==> src/rtl/ifetch_prefetch.sv <==
// rtl/ifetch_prefetch.sv - instruction prefetch unit with credit-limited iBus fetch and redirect flush
module ifetch_prefetch #(
    parameter int          DEPTH           = 4,
    parameter int          MAX_OUTSTANDING = 2,
    parameter logic [31:0] RESET_PC        = 32'h0000_0000
) (
    input  logic        clk,
    input  logic        rst,
    output logic        iBus_cmd_valid,
    input  logic        iBus_cmd_ready,
    output logic [31:0] iBus_cmd_payload_pc,
    input  logic        iBus_rsp_valid,
    input  logic [31:0] iBus_rsp_instr,
    output logic        instr_valid,
    input  logic        instr_ready,
    output logic [31:0] instr,
    output logic [31:0] oPC,
    input  logic        branchTaken,
    input  logic [31:0] aluPC
);
    localparam int CW = $clog2(DEPTH + 1);
    localparam int AW = $clog2(DEPTH);

    logic [31:0]   r_pc;
    logic [31:0]   r_rsp_pc;
    logic          r_run;
    logic [CW-1:0] r_queued;
    logic [CW-1:0] r_outst;
    logic [CW-1:0] r_drop;
    logic [AW-1:0] r_head;
    logic [AW-1:0] r_tail;
    logic [31:0]   r_mem_instr [DEPTH];
    logic [31:0]   r_mem_pc    [DEPTH];

    logic          w_credit;
    logic          w_fire;
    logic          w_pop;
    logic          w_push;
    logic          w_drop_rsp;
    logic [31:0]   w_target;
    logic          w_unused_ok;

    // Credit covers both queued and in-flight entries so a response always finds a free slot.
    assign w_credit   = (({1'b0, r_queued} + {1'b0, r_outst}) < (CW + 1)'(DEPTH))
                        && (r_outst < CW'(MAX_OUTSTANDING));
    assign iBus_cmd_valid      = r_run && w_credit && !branchTaken;
    assign iBus_cmd_payload_pc = r_pc;
    assign w_fire     = iBus_cmd_valid && iBus_cmd_ready;
    assign w_pop      = instr_valid && instr_ready;
    assign w_drop_rsp = iBus_rsp_valid && (r_drop != '0);
    assign w_push     = iBus_rsp_valid && (r_drop == '0) && !branchTaken;
    assign w_target   = {aluPC[31:2], 2'b00};
    assign w_unused_ok = &{1'b0, aluPC[1:0]};

    assign instr_valid = (r_queued != '0);
    assign instr       = instr_valid ? r_mem_instr[r_head] : 32'h0;
    assign oPC         = instr_valid ? r_mem_pc[r_head]    : 32'h0;

    always_ff @(posedge clk or posedge rst) begin
        if (rst) begin
            r_pc     <= RESET_PC;
            r_rsp_pc <= RESET_PC;
            r_run    <= 1'b0;
            r_queued <= '0;
            r_outst  <= '0;
            r_drop   <= '0;
            r_head   <= '0;
            r_tail   <= '0;
        end else begin
            r_run   <= 1'b1;
            r_outst <= r_outst + CW'(w_fire) - CW'(iBus_rsp_valid);
            if (branchTaken) begin
                // Everything still in flight belongs to the old stream; a response this cycle is already discarded.
                r_pc     <= w_target;
                r_rsp_pc <= w_target;
                r_drop   <= r_outst - CW'(iBus_rsp_valid);
                r_queued <= '0;
                r_head   <= '0;
                r_tail   <= '0;
            end else begin
                if (w_fire) begin
                    r_pc <= r_pc + 32'd4;
                end
                if (w_drop_rsp) begin
                    r_drop <= r_drop - CW'(1);
                end
                if (w_push) begin
                    r_tail   <= r_tail + AW'(1);
                    r_rsp_pc <= r_rsp_pc + 32'd4;
                end
                if (w_pop) begin
                    r_head <= r_head + AW'(1);
                end
                r_queued <= r_queued + CW'(w_push) - CW'(w_pop);
            end
        end
    end

    always_ff @(posedge clk) begin
        if (w_push) begin
            r_mem_instr[r_tail] <= iBus_rsp_instr;
            r_mem_pc[r_tail]    <= r_rsp_pc;
        end
    end
endmodule

==> config.mk <==
export PLATFORM = sky130hd
export DESIGN_NAME = ifetch_prefetch
export DESIGN_NICKNAME = d
export VERILOG_FILES = /design/src/rtl/ifetch_prefetch.sv
export SDC_FILE = /design/constraint.sdc
export NUM_CORES = 1
export LEC_CHECK = 0
export ABC_CLOCK_PERIOD_IN_PS = 9100
export BUFFER_PORTS_ARGS = -buffer_cell sky130_fd_sc_hd__buf_4
export CORE_MARGIN = 8
export CORE_UTILIZATION = 55
export DETAILED_ROUTE_END_ITERATION = 10
export PLACE_DENSITY = 0.74
export SLEW_MARGIN = 20
export SYNTH_ARGS = -nofsm -noshare
export SYNTH_HDL_FRONTEND = slang
export SYNTH_SLANG_ARGS = --single-unit
==> constraint.sdc <==
create_clock -name clk -period 9.1 [get_ports clk]
set_input_delay 1.365 -clock clk [delete_from_list [all_inputs] [get_ports clk]]
set_output_delay 1.365 -clock clk [all_outputs]
set_load 0.1 [all_outputs]
==> results.toml, run 1 <==
[clock_network]
clk_pin_slew_worst_paths_ns = 0.06
cts_resized = 0
htreeDepth = 2
clock_latency_ns = 0.50
cts_buffers = 34
cts_hold_buf = 0
cts-root-buf = "clkbuf_16"
clockBufferDepth = 3
cts_setup_buffers = 0
cts_tree = "yes"
clock-sinks = 322

[timing]
rsz0062_at_grt = "false"
max_freq_mhz = 227
drv_slew = 0
skew_ns = 0.00749
finalCritPeriodShare = 0.485
setup_viol = 0
worst_slack_ns = 4.69
hold_violations = 0
timing.slew.headroom = 0.360
period_minus_slack_ns = 4.41
setup_tns_ns = 0
worst_pin_slew_ns = 0.961

[finish]
drive_gt1_frac = 0.289
syn2layout_area_growth_pct = 19.0
final_nets = 1108
postLayoutCoreUtil = 0.668
num_antenna_cells = 0

[synthesis]
ys_ff_latch = 322
synth_area_per_cell_um2 = 16.0
syn_area_um2 = 13600
synthCells = 851
synth_ff_type = "edfxtp_1"
synth_compound_area_frac = 0.0407
yosysWarnings = 0
synth_top_family_by_area = "simple AND/OR/NAND/NOR gates"
synth_most_common_cell = "edfxtp_1"
synthAdderAreaFrac = 0.0185
muxShareOfSynthArea = 0.105
async_flop_share = 0.230
synth_edf_count = 248
synth-simple-area-share = 0.108
synth_top_area_share = 0.546
synthXorXnorAreaFrac = 0.0250
synthTopCellsByCount = "248 x edfxtp_1, 74 x dfrtp_1, 71 x and2_1"
ys_top_cells_by_area = "edfxtp_1 55%, dfrtp_1 14%, mux4_2 10%"
yosys.cell_types.count = 56
synth_top_cell_by_area = "edfxtp_1"
yosysSeqAreaShare = 0.682

[setup_path]
required_ns = 7.74
arrival_ns = 3.05
cp_max_fo = 46
critPathLaunchType = "flop"
endpoint_kind = "primary output"
critPathKind = "flop to primary output"

[global_route]
antenna_found_initial = 0
track_usage = 0.189
grt_pass1_vias = 8283
grt_overflow = 0
grt_max_degree = 75
grt_pass1_wl_mm = 45.6

[place]
routabilityCongestion = 0.840
dp_hpwl_mm = 17.6
pre_cts_ws_ns = 5.13
port_buffers = 161

[floorplanning]
die_w_um = 173
initial_core_util = 0.561
die_y_um = 173
io_pins = 168
dieArea_um2 = 30100
core_area_um2 = 24300
placementRows = 57

[status]
status = "completed"

[pwr]
fin_total_pwr_mw = 5.25
peakVddDrop_v = 0.000256
p_per_area_nw_per_um2 = 324
p_leak_nw = 5.88

[hold_path]
hp-class = "flop to flop"

[drt]
drcViolationCount = 0
wl_per_cell_um = 20.6
wl_mm = 28.2
drtIter0Drc = 509
dr.pass1.iters = 4
antenna_left = 0
vias = 7866
vias_per_cell = 5.75

[run]
maxCapViolations = 0
## critical path, cell delays in order, from the launching register on
cell and delay (ns):
dfrtp_4 0.66, buf_4 0.80, mux4_2 0.61, and2_1 0.20, buf_4 0.24
## power by group
group / internal [mW] / total, mW / switching, mW
registers: 1.68 / 1.78 / 0.101
logic: 0.543 / 2.14 / 1.60
clock network: 0.805 / 1.33 / 0.529
## area by class of cell
class | instances | area (µm²)
Clock buffer | 48 | 977
Timing Repair Buffer | 169 | 1270
Multi-Input combinational cell | 470 | 4080
Sequential cell | 322 | 9300
Clock inverter | 14 | 113
Inverter | 22 | 85.1
Tap cell | 324 | 405
Fill cell | 1692 | 8090
## layout by cell type (no fill, tap or decap), types with 2 or more instances in the layout
cell type | synthesis | routed
edfxtp_1 | 248 | 248
buf_4 | 4 | 169
dfrtp_1 | 74 | 72
and2_1 | 71 | 67
mux4_2 | 62 | 62
nand2_1 | 56 | 56
o21ai_0 | 43 | 43
clkbuf_16 | 0 | 37
nand3_1 | 32 | 32
xor2_1 | 25 | 25
nor2_1 | 24 | 24
nand4_1 | 22 | 22
inv_1 | 21 | 20
ha_1 | 17 | 17
xnor2_1 | 14 | 14
o211ai_1 | 14 | 14
and3_1 | 10 | 10
clkbuf_1 | 23 | 10
o311ai_0 | 9 | 9
and4_1 | 9 | 9
a21oi_1 | 7 | 7
clkinv_1 | 0 | 6
clkinv_2 | 0 | 6
nor4_2 | 5 | 5
conb_1 | 2 | 5
and2_2 | 0 | 4
a31oi_1 | 3 | 3
nor3_2 | 3 | 3
or3_1 | 4 | 3
mux2i_1 | 3 | 3
nand3_2 | 2 | 2
o311ai_1 | 2 | 2
o31a_1 | 2 | 2
nor4_4 | 2 | 2
nand3b_1 | 2 | 2
fa_1 | 2 | 2
bufinv_16 | 0 | 2
## logic make-up after synthesis
family                     count (synthesis)
DFF                                      322
adders and majority gates                 19
muxes                                     66
xor gates and xnor gates                  39
and+or+nand+nor                          253
buffers and inverters                     62
other                                      2
AOI/OAI and AO/OA                         88
## state kept, by name, indices dropped and copies added (netlist names)
| register | flops |
|---|---|
| r_outst | 3 |
| r_head | 2 |
| r_queued | 3 |
| r_mem_instr | 128 |
| r_run | 1 |
| r_drop | 3 |
| r_rsp_pc | 30 |
| r_tail | 2 |
| r_mem_pc | 120 |
| iBus_cmd_payload_pc | 30 |
## stage by stage
stage / hold slack [ns] / instances / cell area (µm²)
5_1_grt: 0.576 / 1369 / 16200
2_1_floorplan: 0.476 / 854 / 13700
3_5_place_dp: 0.529 / 1307 / 15100
3_3_place_gp: 0.513 / 1307 / 15100
6_report: 0.546 / 1369 / 16200
4_1_cts: 0.540 / 1369 / 16200
## metal layers
layer,track usage,vias to the layer above,share of wire
met3,0.0494,40,0.071
met1,0.259,3963,0.45
li1,-,3607,-
met2,0.298,256,0.46
met4,0.0467,0,0.017
met5,0,-,0
## final timing paths
path,cells after the start,start,slack [ns],endpoint
min,0,r_rsp_pc[22],0.55,r_mem_pc[2][22]
max reg2reg,10,r_queued[2],6.32,r_queued[2]
min in group asynchronous,3,rst,1.12,r_outst[2]
min reg2reg,0,r_rsp_pc[22],0.55,r_mem_pc[2][22]
max in group asynchronous,3,rst,7.26,r_head[0]
max,4,r_head[0],4.69,instr[18]
No activity file was read; power rests on OpenSTA's default activity.
==> run 2, diff against run 1 <==
ABC_AREA = 1   (was default)
ABC_CLOCK_PERIOD_IN_PS = 4050   (was 9100)
CORE_UTILIZATION = 53   (was 55)
clock period = 4.05 ns   (was 9.1 ns; I/O delays follow)
==> results.toml, run 2 <==
[floorplanning]
placementRows = 61
die_w_um = 182
initial_core_util = 0.533
core_area_um2 = 27600
die_y_um = 182
dieArea_um2 = 33300
io_pins = 168

[finish]
final_common_cell = "nor2_1"
drive_gt1_frac = 0.146
top_regs = "r_mem_instr: 128 flops, r_mem_pc: 120 flops"
fin_area_um2 = 17300
largest_register_ffs = 128
syn2layout_area_growth_pct = 17.9
final_cell_mix = "338 x nor2_1, 270 x nand2_1, 248 x edfxtp_1, 168 x buf_4, 158 x o21ai_0"
final_nets = 1739
num_antenna_cells = 0
regMostFlops = "r_mem_instr"

[clock_network]
clockBufferDepth = 3
cts_resized = 0
cts-root-buf = "clkbuf_16"
cts_buffers = 31
cts_tree = "yes"
clk_pin_slew_worst_paths_ns = 0.06
clock_latency_ns = 0.55
htreeDepth = 1
cts_setup_buffers = 0
clock-sinks = 322
cts_hold_buf = 0

[timing]
skew_ns = 0.0105
timing.slew.headroom = 0.376
worst_pin_slew_ns = 0.934
hold_violations = 0
fin_hold_ws_ns = 0.176
period_minus_slack_ns = 3.51
worst_slack_ns = 0.540
rsz0062_at_grt = "false"
drv_slew = 0
setup_viol = 0
finalCritPeriodShare = 0.867
setup_tns_ns = 0
max_freq_mhz = 285

[status]
status = "completed"

[synthesis]
synthCells = 1505
yosysWarnings = 0
synth_edf_count = 248
ys_top_cells_by_area = "edfxtp_1 51%, dfrtp_1 13%, nor2_1 8.7%"
synth_area_per_cell_um2 = 9.76
synth_most_common_cell = "nor2_1"
synth_top_area_share = 0.507
yosys.cell_types.count = 35
yosysSeqAreaShare = 0.633
synth_ff_type = "edfxtp_1"
ys_ff_latch = 322
async_flop_share = 0.230
synth_top_cell_by_area = "edfxtp_1"
syn_area_um2 = 14700
synthTopCellsByCount = "342 x nor2_1, 270 x nand2_1, 248 x edfxtp_1"

[setup_path]
r2r_cells = 13
cp-startpoint = "r_head[0]"
cp_max_fo = 65
critPathLaunchType = "flop"
arrival_ns = 2.90
endpoint_kind = "primary output"
critPathKind = "flop to primary output"
endpoint = "oPC[28]"
r2r-end = "r_queued[2]"
r2r_setup_slack_ns = 1.43
required_ns = 3.44
regToRegStartpoint = "r_drop[0]"

[run]
maxCapViolations = 0

[global_route]
track_usage = 0.210
grt_pass1_wl_mm = 56.1
grt_max_degree = 66
grt_pass1_vias = 10775
grt_overflow = 0
antenna_found_initial = 0

[place]
dp_hpwl_mm = 22.5
placed_area_um2 = 16300
routabilityCongestion = 0.920
pre_cts_ws_ns = 1.11
port_buffers = 161

[pwr]
fin_total_pwr_mw = 12.4
p_leak_nw = 6.89
peakVddDrop_v = 0.000366
p_per_area_nw_per_um2 = 713

[drt]
dr.pass1.iters = 6
vias_per_cell = 5.35
wl_per_cell_um = 17.3
drcViolationCount = 0
antenna_left = 0
vias = 10980
wl_mm = 35.4
drtIter0Drc = 849

[hold_path]
hp-class = "primary input to asynchronous set/reset pin"
## run 2: cell types whose count changed in the layout (fill, tap and decap cells not counted), sizes merged, moves of 37 or more
cell	before	now
inv	22	105
a21oi	7	77
nand2	56	272
and2	72	0
nand3	34	71
mux4	62	0
o21ai	44	158
nor2	25	345
## run 2: power breakdown
group          switching [mW]  internal (mW)
Sequential              0.337           3.85
Combinational            4.22           1.08
Clock                    1.17           1.70
## run 2: final cells by class
type / count / area [µm²]
fill: 2197 / 10200
sequential: 322 / 9300
multi-input combinational: 1013 / 4700
timing repair buffer: 176 / 1420
clock buffer: 45 / 888
tap: 378 / 473
inverter: 106 / 398
clock inverter: 12 / 135
## run 2: worst min-delay path by stage
| stage | end | startpoint | cells past startpoint |
|---|---|---|---|
| final | r_drop[0] | rst | 2 |
| after global routing | r_outst[0] | rst | 2 |
| after floorplan | r_mem_pc[0][31] | r_rsp_pc[31] | 0 |
| after CTS | iBus_cmd_payload_pc[16] | rst | 2 |
| after detailed placement | r_outst[0] | r_outst[0] | 1 |
| after global placement | r_outst[0] | r_outst[0] | 1 |
## run 2: layer usage
metal,wire (µm),GRT usage,vias to the layer above
met5,0,0,-
met4,861,0.0617,0
met3,2380,0.0356,66
met2,17000,0.355,402
met1,15200,0.276,5188
li1,-,-,5324
## run 2: per-stage QoR
step	cells	util
3_3_place_gp	1995	0.591
3_5_place_dp	1995	0.591
5_1_grt	2052	0.629
6_report	2052	0.629
4_1_cts	2052	0.629
2_1_floorplan	1508	-
## run 2: worst max-delay path: stages, from the launching register on
cell     delay, ns
dfrtp_4       0.75
inv_2         0.38
buf_4         0.42
o21ai_0       0.17
a21oi_1       0.23
buf_4         0.34
## run 2: logic make-up after synthesis
| logic type | after synthesis | share of synthesized area |
|---|---|---|
| AO/OA/AOI/OAI | 255 | 0.0904 |
| XOR/XNOR | 26 | 0.0155 |
| adder cells (fa/ha/maj) | 19 | 0.0172 |
| buffers and inverters | 173 | 0.0496 |
| flip-flops | 322 | 0.633 |
| other | 2 | 0.000511 |
| AND/OR/NAND/NOR | 708 | 0.194 |
==> run 3, diff against run 2 <==
ABC_CLOCK_PERIOD_IN_PS = 3100   (was 4050)
TNS_END_PERCENT = 10   (was default)
clock period = 3.1 ns   (was 4.05 ns; I/O delays follow)
==> results.toml, run 3 (synthesis gave the netlist of run 2 again) <==
[global_route]
track_usage = 0.212
grt_overflow = 0
antenna_found_initial = 0
grt_pass1_vias = 10838
grt_max_degree = 115
grt_pass1_wl_mm = 56.2

[setup_path]
cp-startpoint = "r_head[0]"
endpoint_kind = "primary output"
regToRegStartpoint = "r_drop[0]"
required_ns = 2.63
critPathLaunchType = "flop"
arrival_ns = 2.50
cp_max_fo = 107
critPathKind = "flop to primary output"

[floorplanning]
dieArea_um2 = 33300
core_area_um2 = 27600
die_w_um = 182
initial_core_util = 0.533
die_y_um = 182
placementRows = 61
io_pins = 168

[clock_network]
cts_buffers = 34
clock_latency_ns = 0.51
clockBufferDepth = 3
clock-sinks = 322
clk_pin_slew_worst_paths_ns = 0.06
cts_tree = "yes"
htreeDepth = 2
cts-root-buf = "clkbuf_16"

[finish]
fin_area_um2 = 17400
final_common_cell = "nor2_1"
postLayoutCoreUtil = 0.631
regMostFlops = "r_mem_instr"
nFillCells = 2230
final_cell_mix = "338 x nor2_1, 270 x nand2_1, 248 x edfxtp_1, 176 x buf_4, 158 x o21ai_0"
num_antenna_cells = 0
syn2layout_area_growth_pct = 18.5
largest_register_ffs = 128
drive_gt1_frac = 0.148
final_nets = 1748
top_regs = "r_mem_instr: 128 flops, r_mem_pc: 120 flops"

[timing]
worst_pin_slew_ns = 0.578
skew_ns = 0.0152
worst_slack_ns = 0.140
rsz0062_at_grt = "false"
period_minus_slack_ns = 2.96
max_freq_mhz = 338
finalCritPeriodShare = 0.955
setup_viol = 0
hold_violations = 0
fin_hold_ws_ns = 0.0615
timing.slew.headroom = 0.615
drv_slew = 0

[drt]
drtIter0Drc = 939
dr.pass1.iters = 7
wl_per_cell_um = 17.6
antenna_left = 0
vias = 11083
vias_per_cell = 5.38
drcViolationCount = 0
wl_mm = 36.2

[hold_path]
hp-class = "primary input to asynchronous set/reset pin"

[pwr]
peakVddDrop_v = 0.000621
p_leak_nw = 6.94
p_per_area_nw_per_um2 = 941

[status]
status = "completed"

[place]
placed_area_um2 = 16300
routabilityCongestion = 0.907
port_buffers = 161
pre_cts_ws_ns = 0.526
dp_hpwl_mm = 23.0

[run]
maxCapViolations = 0
## run 3: cell count changes in the layout (fill, tap and decap cells not counted), sizes merged
cell | previous run | this run
clkinv | 9 | 14
inv | 105 | 106
buf | 176 | 181
clkbuf | 45 | 42
## run 3: stage by stage
stage / power (mW) / instances / TNS (ns)
after floorplan: 10.8 / 1508 / -267.41
after global placement: 12.4 / 2000 / 0
after detailed placement: 12.5 / 2000 / 0
after CTS: 16.4 / 2059 / 0
after global routing: 17.0 / 2060 / 0
final: 16.4 / 2060 / 0
## run 3: cell type report
cell class / count / area, µm² / area share
clock buffers: 41 / 908 / 0.0522
clock inverters: 18 / 161 / 0.00928
inverters: 106 / 398 / 0.0229
multi-input cells: 1013 / 4700 / 0.270
flip-flops and latches: 322 / 9300 / 0.535
well taps: 378 / 473 / 0.0272
repair buffers: 182 / 1450 / 0.0836
## run 3: power by group
| part | switching [mW] | leakage, nW | internal, mW |
|---|---|---|---|
| Combinational | 5.61 | 3.28 | 1.43 |
| Clock | 1.60 | 0.524 | 2.33 |
| Sequential | 0.372 | 3.13 | 5.03 |
| Total | 7.58 | 6.94 | 8.79 |
## run 3: routing by layer
metal,part of all wire,vias to the layer above,GRT usage
met5,0,-,0
li1,-,5350,-
met4,0.027,0,0.0751
met2,0.47,431,0.349
met3,0.075,67,0.0392
met1,0.43,5235,0.280
## run 3: repair_timing
action | 4_1_cts | 5_1_grt
setup endpoints to repair | 0 | 8
buffers inserted | 0 | 0
hold buffers | 0 | 0
resized for setup | 0 | 1
## run 3: critical path: stages (launching register included)
cell and delay (ns):
dfrtp_4 0.57, buf_12 0.41, nor2_1 0.11, nor2_1 0.09, o21ai_0 0.08, a21oi_1 0.26, buf_4 0.35
## run 3: path summary, 6_finish.rpt
check	endpoint	depth (start not counted)	slack [ns]
min	iBus_cmd_payload_pc[3]	3	0.06
max reg2reg	r_queued[2]	12	0.68
max	oPC[19]	6	0.14
min reg2reg	r_outst[0]	1	0.55
max in group asynchronous	r_head[0]	3	2.57
min in group clk	r_mem_instr[1][2]	1	0.16
